--- src/rtl/trb_pkg.sv ---
// Shared constants and types for the turbo decoded-bit stream packer.
package trb_pkg;
    localparam int ST_DEF         = 8;
    localparam int BUS_W_DEF      = 512;
    localparam int PKT_BYTES_DEF  = 128;
    localparam int WORD_BYTES_DEF = BUS_W_DEF / ST_DEF;
    localparam int IDX_W_DEF      = $clog2(WORD_BYTES_DEF);

    typedef enum logic {IDLE = 1'b0, PKT = 1'b1} pack_state_e;

    typedef struct packed {
        logic [BUS_W_DEF-1:0] data;
        logic                 last;
        logic [IDX_W_DEF:0]   bytes;
        logic                 err;
    } trb_entry_t;
endpackage

--- src/rtl/trb_pack_fifo2.sv ---
// Two-entry output FIFO with a registered head entry; push and pop may share a cycle.
module trb_pack_fifo2 #(
    parameter type T = trb_pkg::trb_entry_t
) (
    input  logic       clk,
    input  logic       rst_n,
    input  logic       i_push,
    input  T           i_din,
    input  logic       i_ready,
    output logic       o_valid,
    output T           o_dout,
    output logic [1:0] o_cnt
);
    T           r_head;
    T           r_tail;
    logic [1:0] r_cnt;
    logic       w_pop;

    assign w_pop   = (r_cnt != 2'd0) && i_ready;
    assign o_valid = (r_cnt != 2'd0);
    assign o_dout  = r_head;
    assign o_cnt   = r_cnt;

    always_ff @(posedge clk or negedge rst_n) begin
        if (!rst_n) begin
            r_head <= '0;
            r_tail <= '0;
            r_cnt  <= 2'd0;
        end else begin
            case ({i_push, w_pop})
                2'b10: begin
                    if (r_cnt == 2'd0) r_head <= i_din;
                    else               r_tail <= i_din;
                    r_cnt <= r_cnt + 2'd1;
                end
                2'b01: begin
                    r_head <= r_tail;
                    r_tail <= '0;
                    r_cnt  <= r_cnt - 2'd1;
                end
                2'b11: begin
                    if (r_cnt == 2'd1) begin
                        r_head <= i_din;
                    end else begin
                        r_head <= r_tail;
                        r_tail <= i_din;
                    end
                end
                default: ;
            endcase
        end
    end
endmodule

--- src/rtl/trb_st_pack.sv ---
// Packs the 8-bit decoded-bit Avalon-ST stream into BUS_W-bit host words.
// Optional packet length policing is enabled by defining TRB_PACK_LEN_CHECK_EN.
module trb_st_pack
    import trb_pkg::*;
#(
    parameter int ST        = ST_DEF,
    parameter int BUS_W     = BUS_W_DEF,
    parameter int PKT_BYTES = PKT_BYTES_DEF
) (
    input  logic                       clk,
    input  logic                       rst_n,
    input  logic [ST-1:0]              st_data,
    input  logic                       st_valid,
    input  logic                       st_sop,
    input  logic                       st_eop,
    output logic                       st_ready,
    output logic [BUS_W-1:0]           word_data,
    output logic                       word_valid,
    input  logic                       word_ready,
    output logic                       word_last,
    output logic [$clog2(BUS_W/ST):0]  word_bytes,
    output logic                       word_err,
    output logic [15:0]                pkt_cnt,
    output logic [15:0]                drop_cnt
);
    localparam int WORD_BYTES = BUS_W / ST;
    localparam int IDX_W      = $clog2(WORD_BYTES);

    typedef struct packed {
        logic [BUS_W-1:0] data;
        logic             last;
        logic [IDX_W:0]   bytes;
        logic             err;
    } entry_t;

    pack_state_e      r_state, w_state_nxt;
    logic [BUS_W-1:0] r_acc, w_acc_nxt, w_acc_ins, w_byte0;
    logic [IDX_W-1:0] r_idx, w_idx_nxt;
    logic [IDX_W:0]   w_idx_inc;
    logic             r_pend, w_pend_nxt, r_live;
    logic             w_take, w_push, w_drop, w_pop, w_fifo_full;
    logic             w_err_eop, w_err_one, w_len_over;
    logic [1:0]       w_fifo_cnt;
    logic             w_head_valid;
    entry_t           w_ent, w_head;
    logic [15:0]      r_pkt_cnt, r_drop_cnt;

    // st_ready depends on registered state only, never on word_ready.
    assign w_fifo_full = (w_fifo_cnt == 2'd2);
    assign st_ready    = r_live && !w_fifo_full && !r_pend;
    assign w_take      = st_valid && st_ready;
    assign w_idx_inc   = {1'b0, r_idx} + (IDX_W+1)'(1);

`ifdef TRB_PACK_LEN_CHECK_EN
    localparam int LEN_W = $clog2(PKT_BYTES + 2) + 1;
    logic [LEN_W-1:0] r_len, w_len_inc;

    assign w_len_inc  = r_len + LEN_W'(1);
    assign w_err_eop  = (w_len_inc != LEN_W'(PKT_BYTES));
    assign w_err_one  = (PKT_BYTES != 1);
    assign w_len_over = (w_len_inc == LEN_W'(PKT_BYTES + 1));

    always_ff @(posedge clk or negedge rst_n) begin
        if (!rst_n)                          r_len <= '0;
        else if (w_take && st_sop)           r_len <= LEN_W'(1);
        else if (w_take && r_state == PKT)   r_len <= w_len_inc;
    end
`else
    assign w_err_eop  = 1'b0;
    assign w_err_one  = 1'b0;
    assign w_len_over = 1'b0;
`endif

    always_comb begin
        w_state_nxt = r_state;
        w_acc_nxt   = r_acc;
        w_idx_nxt   = r_idx;
        w_pend_nxt  = r_pend;
        w_push      = 1'b0;
        w_drop      = 1'b0;
        w_ent       = '0;
        w_byte0     = '0;
        w_byte0[ST-1:0] = st_data;
        w_acc_ins   = r_acc;
        for (int b = 0; b < WORD_BYTES; b++) begin
            if (r_idx == IDX_W'(b)) w_acc_ins[b*ST +: ST] = st_data;
        end

        if (r_pend) begin
            // Second word of an abort whose restarting byte also carried eop.
            if (!w_fifo_full) begin
                w_push      = 1'b1;
                w_ent       = '{data: r_acc, last: 1'b1, bytes: (IDX_W+1)'(1), err: w_err_one};
                w_acc_nxt   = '0;
                w_idx_nxt   = '0;
                w_pend_nxt  = 1'b0;
                w_state_nxt = IDLE;
            end
        end else if (w_take) begin
            case (r_state)
                IDLE: begin
                    if (!st_sop) begin
                        w_drop = 1'b1;
                    end else if (st_eop) begin
                        w_push = 1'b1;
                        w_ent  = '{data: w_byte0, last: 1'b1, bytes: (IDX_W+1)'(1), err: w_err_one};
                    end else begin
                        w_acc_nxt   = w_byte0;
                        w_idx_nxt   = IDX_W'(1);
                        w_state_nxt = PKT;
                    end
                end
                default: begin
                    if (st_sop) begin
                        w_push     = 1'b1;
                        w_ent      = '{data: r_acc, last: 1'b1, bytes: {1'b0, r_idx}, err: 1'b1};
                        w_acc_nxt  = w_byte0;
                        w_idx_nxt  = IDX_W'(1);
                        w_pend_nxt = st_eop;
                    end else if (st_eop || w_len_over) begin
                        w_push      = 1'b1;
                        w_ent       = '{data: w_acc_ins, last: 1'b1, bytes: w_idx_inc,
                                        err: w_len_over | w_err_eop};
                        w_acc_nxt   = '0;
                        w_idx_nxt   = '0;
                        w_state_nxt = IDLE;
                    end else if (r_idx == IDX_W'(WORD_BYTES - 1)) begin
                        w_push    = 1'b1;
                        w_ent     = '{data: w_acc_ins, last: 1'b0,
                                      bytes: (IDX_W+1)'(WORD_BYTES), err: 1'b0};
                        w_acc_nxt = '0;
                        w_idx_nxt = '0;
                    end else begin
                        w_acc_nxt = w_acc_ins;
                        w_idx_nxt = w_idx_inc[IDX_W-1:0];
                    end
                end
            endcase
        end
    end

    always_ff @(posedge clk or negedge rst_n) begin
        if (!rst_n) begin
            r_state <= IDLE;
            r_acc   <= '0;
            r_idx   <= '0;
            r_pend  <= 1'b0;
            r_live  <= 1'b0;
        end else begin
            r_state <= w_state_nxt;
            r_acc   <= w_acc_nxt;
            r_idx   <= w_idx_nxt;
            r_pend  <= w_pend_nxt;
            r_live  <= 1'b1;
        end
    end

    trb_pack_fifo2 #(.T(entry_t)) u_fifo (
        .clk     (clk),
        .rst_n   (rst_n),
        .i_push  (w_push),
        .i_din   (w_ent),
        .i_ready (word_ready),
        .o_valid (w_head_valid),
        .o_dout  (w_head),
        .o_cnt   (w_fifo_cnt)
    );

    assign word_valid = w_head_valid;
    assign word_data  = w_head.data;
    assign word_last  = w_head.last;
    assign word_bytes = w_head.bytes;
    assign word_err   = w_head.err;
    assign w_pop      = w_head_valid && word_ready;

    always_ff @(posedge clk or negedge rst_n) begin
        if (!rst_n) begin
            r_pkt_cnt  <= '0;
            r_drop_cnt <= '0;
        end else begin
            if (w_pop && w_head.last)            r_pkt_cnt  <= r_pkt_cnt + 16'd1;
            if (w_drop && r_drop_cnt != 16'hFFFF) r_drop_cnt <= r_drop_cnt + 16'd1;
        end
    end

    assign pkt_cnt  = r_pkt_cnt;
    assign drop_cnt = r_drop_cnt;
endmodule

--- config.mk ---
export PLATFORM = sky130hd
export DESIGN_NAME = trb_st_pack
export DESIGN_NICKNAME = d
export VERILOG_FILES = /design/src/rtl/trb_pkg.sv /design/src/rtl/trb_pack_fifo2.sv /design/src/rtl/trb_st_pack.sv
export SDC_FILE = /design/constraint.sdc
export NUM_CORES = 2
export LEC_CHECK = 0
export CAP_MARGIN = 10
export CORE_AREA = 2 2 283 495
export DETAILED_ROUTE_END_ITERATION = 10
export DIE_AREA = 0 0 285 497
export PLACE_DENSITY_LB_ADDON = 0.08
export SLEW_MARGIN = 25
export SYNTH_ARGS = -nofsm -noshare
export SYNTH_HDL_FRONTEND = slang
export SYNTH_SLANG_ARGS = --single-unit
--- constraint.sdc ---
create_clock -name clk -period 5 [get_ports clk]
set_clock_uncertainty 0.15 [all_clocks]
set_input_delay 1 -clock clk [delete_from_list [all_inputs] [get_ports clk]]
set_output_delay 1 -clock clk [all_outputs]
set_load 0.01 [all_outputs]
==> results.cfg <==
[timing]
timing.final.crit_share_pct = 77.38
slew_headroom_pct = 24.51
max_freq_ghz = 0.2585
final_max_slew_viol_count = 0
tns_ns = 0
hold_violations = 0
period_needed_ns = 3.869
rsz0062_at_grt = false
setup_viol = 0
tightest_slew_ns = 1.132

[floorplan]
ioPinCount = 569
core-area_sq_um = 137400
dieArea_sq_um = 141600
die_w_um = 285
rows = 180
start_util_pct = 49.92
dieHeight_um = 497

[placed_design]
postPlaceCellArea_sq_um = 76250
dp_hpwl_mm = 132.1
portBuffers = 568
gp_congestion = 0.8332

[grt]
track_usage_pct = 30.95
grt_pass1_vias = 52460
grt_pass1_wl_mm = 340.4
grt_max_degree = 204
antenna_found_initial = 8
overflow = 0

[hold_path]
min_path_type = input pin to async pin

[drt]
drt_pass1_iterations = 6
antenna_violating_nets_post_route = 0
drc = 0
wl_per_cell_um = 28.77
wirelength_mm = 222.4
routed_via_density = 6.732
drt-initial-drc-count = 4794
via_count = 52050

[clocking]
clkTransAtPathRegs_ns = 0.07
cts_resized = 0
insertion_delay_ns = 0.78
htree_levels = 4
clkSinkCount = 1597
clockBufferDepth = 3
cts_tree = yes
postCtsSetupRepairBufs = 0
ctsRootBufferMaster = clkbuf_16
cts_buffers = 148
holdBufCountCts = 0

[layout]
fin_area_sq_um = 81340
drive_gt1_share_pct = 8.732
layout.nets = 5819
area_growth_pct = 18.60

[critical_path]
start_kind = flip-flop
crit_chain = ha_2 -> and3_1 -> a311o_1 -> nand2_1 -> nand2_1 -> ha_1 -> a221o_4 -> buf_12 -> buf_16 -> a22o_1
r2r_slack_ns = 1.13
crit_family = compound AO/OA/AOI/OAI gates
end_kind = flip-flop
ff2ff_path_depth = 10
crit_type = flip-flop to flip-flop
r2r-end = u_fifo.r_tail[212]
crit_slowest_cell = a221o_4
worst-path-buf-inv = 2
critPathMaxFanout = 142
r2r-start = r_idx[0]
cp_slowest_stage_delay_ns = 0.52
crit_top_cell = nand2_1
critPathArrivalTime_ns = 4.37
crit_required_ns = 5.50

[power]
totalPowerFinal_w = 0.03246
max-vdd-ir-drop_v = 0.0004866
power_density_nw_per_um2 = 399.0
p_leak_nw = 40.82

[logic_synthesis]
synth_top_area_cell = dfrtp_1
ys_warn_count = 0
synth_area_leaders = dfrtp_1 58%, a22o_1 25%, a21o_1 5.2%, clkbuf_1 1.9%, buf_2 0.99%
syn_inst = 5446
synth_edf_count = 0
synth_nets = 5473
synth-seq-cells = 1597
ys_types = 65
ys_top_cells_by_count = 1,926 x a22o_1, 1,597 x dfrtp_1, 475 x a21o_1
ys.flop_type = dfrtp_1
synth_top_cell_area_share_pct = 58.27
yosysMostFrequentCell = a22o_1
synthArstFlopShare_pct = 100.0
synth_seq_area_share_pct = 58.27
syn-cell-area_sq_um = 68580
syn_avg_cell_area_sq_um = 12.59

[run_status]
outcome = finished clean

[run]
max_cap_viol_count = 0
-- registers in the layout, indices dropped and copies added, names as in the netlist --
name and count:
u_fifo.o_cnt 2, pkt_cnt 16, r_idx 6, drop_cnt 16
r_state 1, u_fifo.o_dout 521, r_acc 512, r_pend 1
u_fifo.r_tail 521, r_live 1
-- cells in the final DEF, fill, tap and decap left out, types with 26 or more instances in the layout --
cell type | synthesis | final
a22o_1 | 1926 | 1926
dfrtp_1 | 1597 | 1597
clkdlybuf4s50_1 | 0 | 559
a21o_1 | 475 | 475
nor2_1 | 157 | 153
clkbuf_16 | 0 | 152
nand3_1 | 81 | 81
buf_4 | 8 | 80
nand2_1 | 75 | 73
o21ai_1 | 61 | 61
buf_12 | 0 | 59
a21oi_1 | 55 | 55
o31ai_2 | 52 | 55
and3_1 | 47 | 47
and2_1 | 44 | 44
nor3_2 | 41 | 41
a221oi_1 | 40 | 40
o21ai_0 | 33 | 33
clkinv_2 | 0 | 32
clkbuf_8 | 0 | 28
clkbuf_1 | 345 | 26
-- worst reg2reg max path, cell delays in order, from the launching register on --
cell	delay, ns
dfrtp_1	0.50
ha_2	0.25
and3_1	0.21
a311o_1	0.44
nand2_1	0.11
nand2_1	0.11
ha_1	0.26
a221o_4	0.52
buf_12	0.23
buf_16	0.32
a22o_1	0.66
-- cell families after synthesis --
family / after synthesis / share of synthesized area [%]
other cells: 1 / 0.005468
buf+inv: 526 / 3.302
mux: 10 / 0.1496
compound gates: 2731 / 33.49
flops: 1597 / 58.27
simple gates: 536 / 4.134
fa+ha+maj: 13 / 0.2372
xor+xnor: 32 / 0.4086
-- how the worst max path moves through the flow --
stage | from | slack (ns) | endpoint | cells past startpoint
2_1_floorplan | st_sop | 1.17 | u_fifo.r_tail[100] | 12
3_3_place_gp | st_sop | 0.48 | u_fifo.r_tail[445] | 11
3_5_place_dp | st_sop | 0.42 | u_fifo.r_tail[444] | 11
4_1_cts | r_idx[0] | 1.06 | u_fifo.r_tail[440] | 11
5_1_grt | r_idx[0] | 1.02 | u_fifo.r_tail[385] | 11
6_report | r_idx[0] | 1.13 | u_fifo.r_tail[212] | 10
-- per-stage QoR --
step / util [%] / setup WS [ns] / hold WS [ns] / cells
floorplan: - / 1.166 / 0.2996 / 5446
global placement: 55.49 / 0.4812 / 0.3147 / 7459
detailed placement: 55.50 / 0.4180 / 0.3162 / 7459
CTS: 59.13 / 1.059 / 0.01477 / 7726
global route: 59.21 / 1.023 / 0.02620 / 7730
finish: 59.21 / 1.131 / 0.02487 / 7731
-- power breakdown --
part / total (W) / internal [W] / leakage [nW] / switching, W
Sequential: 0.0136 / 0.0132 / 22.2 / 0.000401
Combinational: 0.00704 / 0.00161 / 16.2 / 0.00543
Clock: 0.0118 / 0.00664 / 2.47 / 0.00515
-- metal layers --
layer	routed length [um]	GRT usage (%)	vias up
li1	-	-	22030
met1	95110	43.54	27410
met2	103300	48.15	2246
met3	17050	6.416	357
met4	6864	10.01	6
met5	31	0	-
-- cell type report --
type                       instances  area, sq um
antenna                            2        5.005
clock buffer                     206         4287
clock inverter                    61        701.9
fill                           11140        56040
inverter                          11        41.29
multi-input combinational       3323        26480
sequential                      1597        39960
tap                             1820         2277
timing repair buffer             711         7589
(Power assumes the default switching activity.)
